**config.mk**
```make
export PLATFORM = sky130hd
export DESIGN_NAME = serial_subtractor
export DESIGN_NICKNAME = d
export VERILOG_FILES = /design/src/rtl/serial_sub_pkg.sv /design/src/rtl/bit_subtractor.sv /design/src/rtl/serial_subtractor.sv
export SDC_FILE = /design/constraint.sdc
export NUM_CORES = 1
export LEC_CHECK = 0
export BUFFER_PORTS_ARGS = -buffer_cell sky130_fd_sc_hd__buf_2
export CORE_MARGIN = 2
export CORE_UTILIZATION = 59
export CTS_BUF_LIST = sky130_fd_sc_hd__clkbuf_4 sky130_fd_sc_hd__clkbuf_8 sky130_fd_sc_hd__clkbuf_16
export CTS_CLUSTER_SIZE = 12
export DETAILED_ROUTE_END_ITERATION = 7
export PLACE_DENSITY = 0.84
export SYNTH_ARGS = -nofsm -noshare
export SYNTH_HDL_FRONTEND = slang
export SYNTH_HIERARCHICAL = 1
export SYNTH_SLANG_ARGS = --single-unit
export TNS_END_PERCENT = 30
```
**constraint.sdc**
```tcl
create_clock -name clk -period 4.4 [get_ports clk]
set_input_delay 0.22 -clock clk [delete_from_list [all_inputs] [get_ports clk]]
set_output_delay 0.22 -clock clk [all_outputs]
set_load 0.01 [all_outputs]
```
**src/rtl/serial_sub_pkg.sv**
```systemverilog
// rtl/serial_sub_pkg.sv - shared types and defaults for the bit-serial subtractor
package serial_sub_pkg;

    typedef enum logic [1:0] {
        IDLE = 2'd0,
        RUN  = 2'd1,
        DONE = 2'd2
    } sub_state_t;

    localparam int DEFAULT_WIDTH = 8;

endpackage

```
**src/rtl/bit_subtractor.sv**
```systemverilog
// rtl/bit_subtractor.sv - combinational one-bit full subtractor (x - y - bin)
module bit_subtractor (
    input  logic x,
    input  logic y,
    input  logic bin,
    output logic d,
    output logic bout
);

    assign d    = x ^ y ^ bin;
    assign bout = (~x & y) | (~(x ^ y) & bin);

endmodule

```
**src/rtl/serial_subtractor.sv**
```systemverilog
// rtl/serial_subtractor.sv - bit-serial unsigned a - b, LSB first, with valid/ready in and out
module serial_subtractor
    import serial_sub_pkg::*;
#(
    parameter int WIDTH = DEFAULT_WIDTH
) (
    input  logic             clk,
    input  logic             reset,
    input  logic             in_valid,
    output logic             in_ready,
    input  logic [WIDTH-1:0] a,
    input  logic [WIDTH-1:0] b,
    output logic             out_valid,
    input  logic             out_ready,
    output logic [WIDTH:0]   diff,
    output logic             busy
);

    localparam int CNT_W = (WIDTH > 1) ? $clog2(WIDTH) : 1;
    localparam logic [CNT_W-1:0] CNT_LAST = CNT_W'(WIDTH - 1);

    sub_state_t       state_q, state_d;
    logic [WIDTH-1:0] a_sh_q, a_sh_d;
    logic [WIDTH-1:0] b_sh_q, b_sh_d;
    logic             borrow_q, borrow_d;
    logic [CNT_W-1:0] cnt_q, cnt_d;
    logic [WIDTH-2:0] res_q, res_d;
    logic [WIDTH:0]   diff_q, diff_d;

    logic             bit_d;
    logic             bit_bout;
    logic [WIDTH-1:0] res_next;

    bit_subtractor u_bit_sub (
        .x    (a_sh_q[0]),
        .y    (b_sh_q[0]),
        .bin  (borrow_q),
        .d    (bit_d),
        .bout (bit_bout)
    );

    // Only WIDTH-1 bits are kept between cycles; the final bit completes the word on the last edge.
    assign res_next = {bit_d, res_q};

    always_comb begin
        state_d  = state_q;
        a_sh_d   = a_sh_q;
        b_sh_d   = b_sh_q;
        borrow_d = borrow_q;
        cnt_d    = cnt_q;
        res_d    = res_q;
        diff_d   = diff_q;
        case (state_q)
            IDLE: begin
                if (in_valid) begin
                    a_sh_d   = a;
                    b_sh_d   = b;
                    borrow_d = 1'b0;
                    cnt_d    = '0;
                    state_d  = RUN;
                end
            end
            RUN: begin
                a_sh_d   = a_sh_q >> 1;
                b_sh_d   = b_sh_q >> 1;
                borrow_d = bit_bout;
                res_d    = res_next[WIDTH-1:1];
                if (cnt_q == CNT_LAST) begin
                    diff_d  = {bit_bout, res_next};
                    state_d = DONE;
                end else begin
                    cnt_d = cnt_q + 1'b1;
                end
            end
            DONE: begin
                if (out_ready) begin
                    state_d = IDLE;
                end
            end
            default: state_d = IDLE;
        endcase
    end

    always_ff @(posedge clk or posedge reset) begin
        if (reset) begin
            state_q  <= IDLE;
            a_sh_q   <= '0;
            b_sh_q   <= '0;
            borrow_q <= 1'b0;
            cnt_q    <= '0;
            res_q    <= '0;
            diff_q   <= '0;
        end else begin
            state_q  <= state_d;
            a_sh_q   <= a_sh_d;
            b_sh_q   <= b_sh_d;
            borrow_q <= borrow_d;
            cnt_q    <= cnt_d;
            res_q    <= res_d;
            diff_q   <= diff_d;
        end
    end

    assign in_ready  = (state_q == IDLE);
    assign busy      = (state_q == RUN);
    assign out_valid = (state_q == DONE);
    assign diff      = diff_q;

endmodule

```
==> flow_summary.ini, run 1 <==
[clock_tree]
clk_pin_slew_ps = 100
post_cts_resized = 0
cts_buffers = 5
root_buffer = clkbuf_4
cts.htree.levels = 2
clk_path_buf_depth = 2
cts_tree = yes
clock_sinks = 38
clock_latency_ps = 330

[sta]
max_freq_ghz = 0.5564
fin_tns_setup_ps = 0
finalHoldViolations = 0
skew_ps = 8.075
finalSetupViolations = 0
hold_ws_ps = 92.52
worstMarginPinSlew_ps = 534.1
layout_min_cycle_time_ps = 1797
period_share = 0.4085
rsz0062_at_grt = no
slew_viol_final = 0
relSlewSlack = 0.6439

[power]
p_clk_frac = 0.116
p_seq_frac = 0.463
cellLeakagePower_nw = 0.9773
p_comb_frac = 0.421
p_per_area_nw_per_um2 = 691.0
p_int_w = 0.0008448
switching_share = 0.3839
peakVddDrop_mv = 0.3875
power_switching_w = 0.0005265

[die]
die_x_um = 58.97
die-area_sq_um = 3477
pin_count = 32
core_sq_um = 2805
start_util = 0.6356
fp.dieH_um = 58.97
row_count = 19

[final_layout]
antenna_cells = 0
drive_gt1_frac = 0.2650
fin_area_sq_um = 1984
stdcell_count = 231
utilization = 0.7074
fillCellCount = 219
nets = 223
syn2layout_area_growth_pct = 11.30

[grt]
grt_pass1_vias = 1177
grtUsageTotal = 0.2207
gr-total-overflow = 0
antenna_found_initial = 0
grt_max_degree = 40
grt_pass1_wl_um = 5644

[status]
status = finished with violations
violations = DRC

[setup_path]
ff2ff_setup_slack_ps = 2790
cp-start-kind = flip-flop
setup.worst_path.end_class = output port
crit_arrival_ps = 1580
required_ps = 4180
crit_type = reg -> out
crit_fanout = 17

[synthesis]
yosysWarnings = 6
synthDistinctLibCells = 24
ys_seq_area_frac = 0.5333
syn_avg_cell_area_sq_um = 10.49
syn_inst = 170
ys_ff_latch = 38
synthesis.nets = 193
synthesis.area_sq_um = 1783

[drt]
drtAntennaViolNets = 0
routedWlPerCell_um = 14.07
drtPass1Iterations = 6
drc = 5
drtIter0Drc = 53
vias = 1333
finalWirelength_um = 3250
via_per_inst = 5.771

[place]
placed_area_sq_um = 1927
io_buffers = 31
dp_hpwl_um = 2289
globalplace.congestion = 0.7430
dp_cells = 223

[min_path]
hp-class = in -> reg

[flow_run]
maxCapViolCount = 0
## power groups by stage
| stage | Combinational, W | Sequential (W) | Clock (W) |
|---|---|---|---|
| floorplan | 0.000448 | 0.000627 | 0 |
| global route | 0.000654 | 0.000654 | 0.000187 |
| global placement | 0.000550 | 0.000627 | 0 |
| CTS | 0.000585 | 0.000636 | 0.000165 |
| detailed placement | 0.000583 | 0.000641 | 0 |
| finish | 0.000577 | 0.000635 | 0.000159 |
## synthesized netlist by cell type (all sizes together)
| cell type | instances | share of area |
|---|---|---|
| buf | 10 | 0.034 |
| clkbuf | 1 | 0.0021 |
| nand2 | 24 | 0.060 |
| o22ai | 14 | 0.049 |
| mux2 | 10 | 0.082 |
| nor2 | 5 | 0.011 |
| o21ai | 5 | 0.014 |
| ha | 2 | 0.014 |
| mux2i | 1 | 0.0056 |
| a22o | 6 | 0.029 |
| fa | 1 | 0.011 |
| dfrtp | 38 | 0.53 |
| nand2b | 2 | 0.011 |
| o31ai | 1 | 0.0042 |
| nor3 | 42 | 0.12 |
| clkinv | 2 | 0.0070 |
| inv | 5 | 0.011 |
| nor2b | 1 | 0.0035 |
## logic make-up (layout without fill, tap and decap cells)
family                     after synthesis  after routing  share of synthesized area
buffers and inverters                   18             48                    0.05403
and+or+nand+nor                         74             74                     0.2028
muxes                                   11             11                    0.08772
AOI/OAI and AO/OA                       26             26                    0.09684
DFF                                     38             38                     0.5333
adders and majority gates                3              3                    0.02526
## through the flow
step	power [W]	setup WS [ps]
after floorplan	0.001075	2947
after global placement	0.001177	2875
after detailed placement	0.001224	2791
after CTS	0.001386	2579
after global routing	0.001495	2418
final	0.001371	2603
## registers in the layout (all words and copies together), names as in the netlist
signal and count:
diff 9, a_sh_q 8, b_sh_q 8, res_q 7, cnt_q 3, state_q 2, borrow_q 1
## worst paths after layout
path,startpoint,to,cells after the start
setup / recovery,state_q[1],out_valid,3
hold / removal,out_ready,state_q[1],2
min in group asynchronous,reset,diff[6],4
max in group asynchronous,reset,a_sh_q[6],4
hold reg to reg,res_q[0],res_q[0],2
setup reg to reg,cnt_q[0],cnt_q[0],5
## layer usage
| metal | wire (um) | vias to the layer above | global-route usage |
|---|---|---|---|
| li1 | - | 663 | - |
| met1 | 1376 | 617 | 0.2909 |
| met2 | 1648 | 51 | 0.3587 |
| met3 | 205 | 2 | 0.07860 |
| met4 | 19 | 0 | 0.03896 |
| met5 | 0 | - | 0 |
## layout by cell type, fill, tap and decap left out
master / count
nor3_1: 42
dfrtp_1: 38
buf_2: 31
nand2_1: 23
o22ai_1: 14
mux2_4: 9
a22o_1: 6
nor2_1: 5
inv_1: 5
o21ai_0: 5
clkbuf_4: 5
ha_1: 2
clkinv_2: 2
buf_4: 2
mux2i_1: 1
clkinv_1: 1
mux2_2: 1
nand2b_1: 1
nand2b_4: 1
clkinv_4: 1
nand2_8: 1
nor2b_1: 1
o31ai_1: 1
dlygate4sd3_1: 1
fa_1: 1
## final cells by class
| cell class | instances | area, sq um | area share |
|---|---|---|---|
| repair buffers | 34 | 180.2 | 0.09079 |
| well taps | 31 | 38.79 | 0.01955 |
| clock buffers | 5 | 37.54 | 0.01892 |
| inverters | 7 | 31.28 | 0.01576 |
| flip-flops and latches | 38 | 950.9 | 0.4792 |
| clock inverters | 2 | 10.01 | 0.005044 |
| multi-input cells | 114 | 735.7 | 0.3707 |
## repair_timing
action,4_1_cts,5_1_grt
hold endpoints to repair,38,0
hold buffers,1,0
buffers inserted,0,0
## critical path, stage by stage (launching register included)
cell and delay (ps):
dfrtp_1 500, clkinv_1 420, nor2_1 190, buf_2 150
Power figures use the tool's default switching activity.
==> run 2: changes to the inputs <==
- CORE_UTILIZATION: 59 -> 54
- PLACE_DENSITY: 0.84 -> 0.78
- clock period: 4.4 -> 1.8 ns (I/O delays scaled with it)
==> flow_summary.ini, run 2 (synthesis gave the netlist of run 1 again) <==
[final_layout]
syn2layout_area_growth_pct = 17.12
layout_commonest_cell = nor3_1
mostFrequentLayoutCells = nor3_1 (42), dfrtp_1 (38), buf_2 (31)
fillCellCount = 269
nets = 229
utilization = 0.6730
largest_reg_flops = 9
fin_area_sq_um = 2088
stdcell_count = 251
antenna_cells = 0
drive_gt1_frac = 0.2754

[setup_path]
crit_arrival_ps = 1880
crit_fanout = 6
required_ps = 2040
setup.worst_path.end_class = flip-flop
crit_type = reg -> reg
cp-start-kind = flip-flop

[clock_tree]
cts_buffers = 5
clock_latency_ps = 340
post_cts_resized = 0
cts_tree = yes
clk_pin_slew_ps = 120
postCtsSetupRepairBufs = 0
root_buffer = clkbuf_4
cts.htree.levels = 2
clock_sinks = 38
cts_hold_buf = 4
clk_path_buf_depth = 2

[sta]
layout_min_cycle_time_ps = 1639
worstMarginPinSlew_ps = 554.6
period_share = 0.9105
slew_viol_final = 0
fin_tns_setup_ps = 0
skew_ps = 5.912
finalHoldViolations = 0
relSlewSlack = 0.6302
finalSetupViolations = 0
rsz0062_at_grt = no
max_freq_ghz = 0.6102

[power]
p_per_area_nw_per_um2 = 1714
cellLeakagePower_nw = 1.011
peakVddDrop_mv = 0.7784

[grt]
antenna_found_initial = 0
gr-total-overflow = 0
grt_max_degree = 39
grtUsageTotal = 0.2165
grt_pass1_vias = 1318
grt_pass1_wl_um = 5878

[die]
start_util = 0.5746
fp.dieH_um = 61.46
die-area_sq_um = 3777
die_x_um = 61.46
core_sq_um = 3103
row_count = 20
pin_count = 32

[status]
status = completed

[drt]
drtIter0Drc = 51
vias = 1360
finalWirelength_um = 3511
routedWlPerCell_um = 13.99
via_per_inst = 5.418
drtPass1Iterations = 4
drc = 0
drtAntennaViolNets = 0

[flow_run]
maxCapViolCount = 0

[place]
globalplace.congestion = 0.7279
dp_cells = 239
placed_area_sq_um = 1966
dp_hpwl_um = 2448
io_buffers = 31

[min_path]
hp-class = in -> reg
==> run 2: changes by cell type in the layout (fill, tap and decap cells not counted), sizes merged <==
cell / before / now
buf: 33 / 36
dlygate4sd3: 1 / 4
clkinv: 4 / 2
clkinvlp: 0 / 2
bufinv: 0 / 1
==> run 2: critical path, cell delays in order, from the launching register on <==
cell     delay [ps]
dfrtp_1         420
ha_1            170
ha_1            350
nor2_1          130
mux2_2          290
a22o_1          180
==> run 2: worst paths after layout <==
check	from	to	slack (ps)	cells after the start
setup / recovery	cnt_q[0]	cnt_q[0]	160	5
hold / removal	a[2]	a_sh_q[2]	70	3
setup reg to reg	cnt_q[0]	cnt_q[0]	160	5
hold reg to reg	res_q[0]	res_q[0]	500	2
max in group asynchronous	reset	a_sh_q[4]	1090	4
min in group asynchronous	reset	res_q[1]	380	4
==> run 2: power by group <==
part,leakage (nW),switching (W),internal (W)
logic,0.508,0.000738,0.000695
registers,0.466,0.000311,0.00125
clock network,0.0374,0.000293,0.000291
==> run 2: layout make-up <==
cell class / count / area, sq um / share of cell area
repair buffers: 40 / 232.7 / 0.1114
flip-flops and latches: 38 / 950.9 / 0.4554
well taps: 44 / 55.05 / 0.02636
clock inverters: 3 / 45.04 / 0.02157
clock buffers: 5 / 37.54 / 0.01797
multi-input cells: 114 / 735.7 / 0.3523
inverters: 7 / 31.28 / 0.01498
==> run 2: metrics by stage <==
step                      worst slack (ps)  total power [W]  hold WS (ps)
after floorplan                      346.8         0.002627         176.3
after global placement               309.0         0.002896         212.4
after detailed placement             183.9         0.003016         225.5
after CTS                            169.4         0.003603         61.13
after global routing                 122.4         0.003848         74.53
final                                161.1         0.003579         67.69
==> run 2: layer usage <==
layer  vias to the layer above  share of wire  global-route usage
met3                         2          0.042             0.06933
met2                        31           0.50              0.3632
li1                        675              -                   -
met5                         -              0                   0
met4                         0         0.0066             0.06383
met1                       652           0.45              0.2693
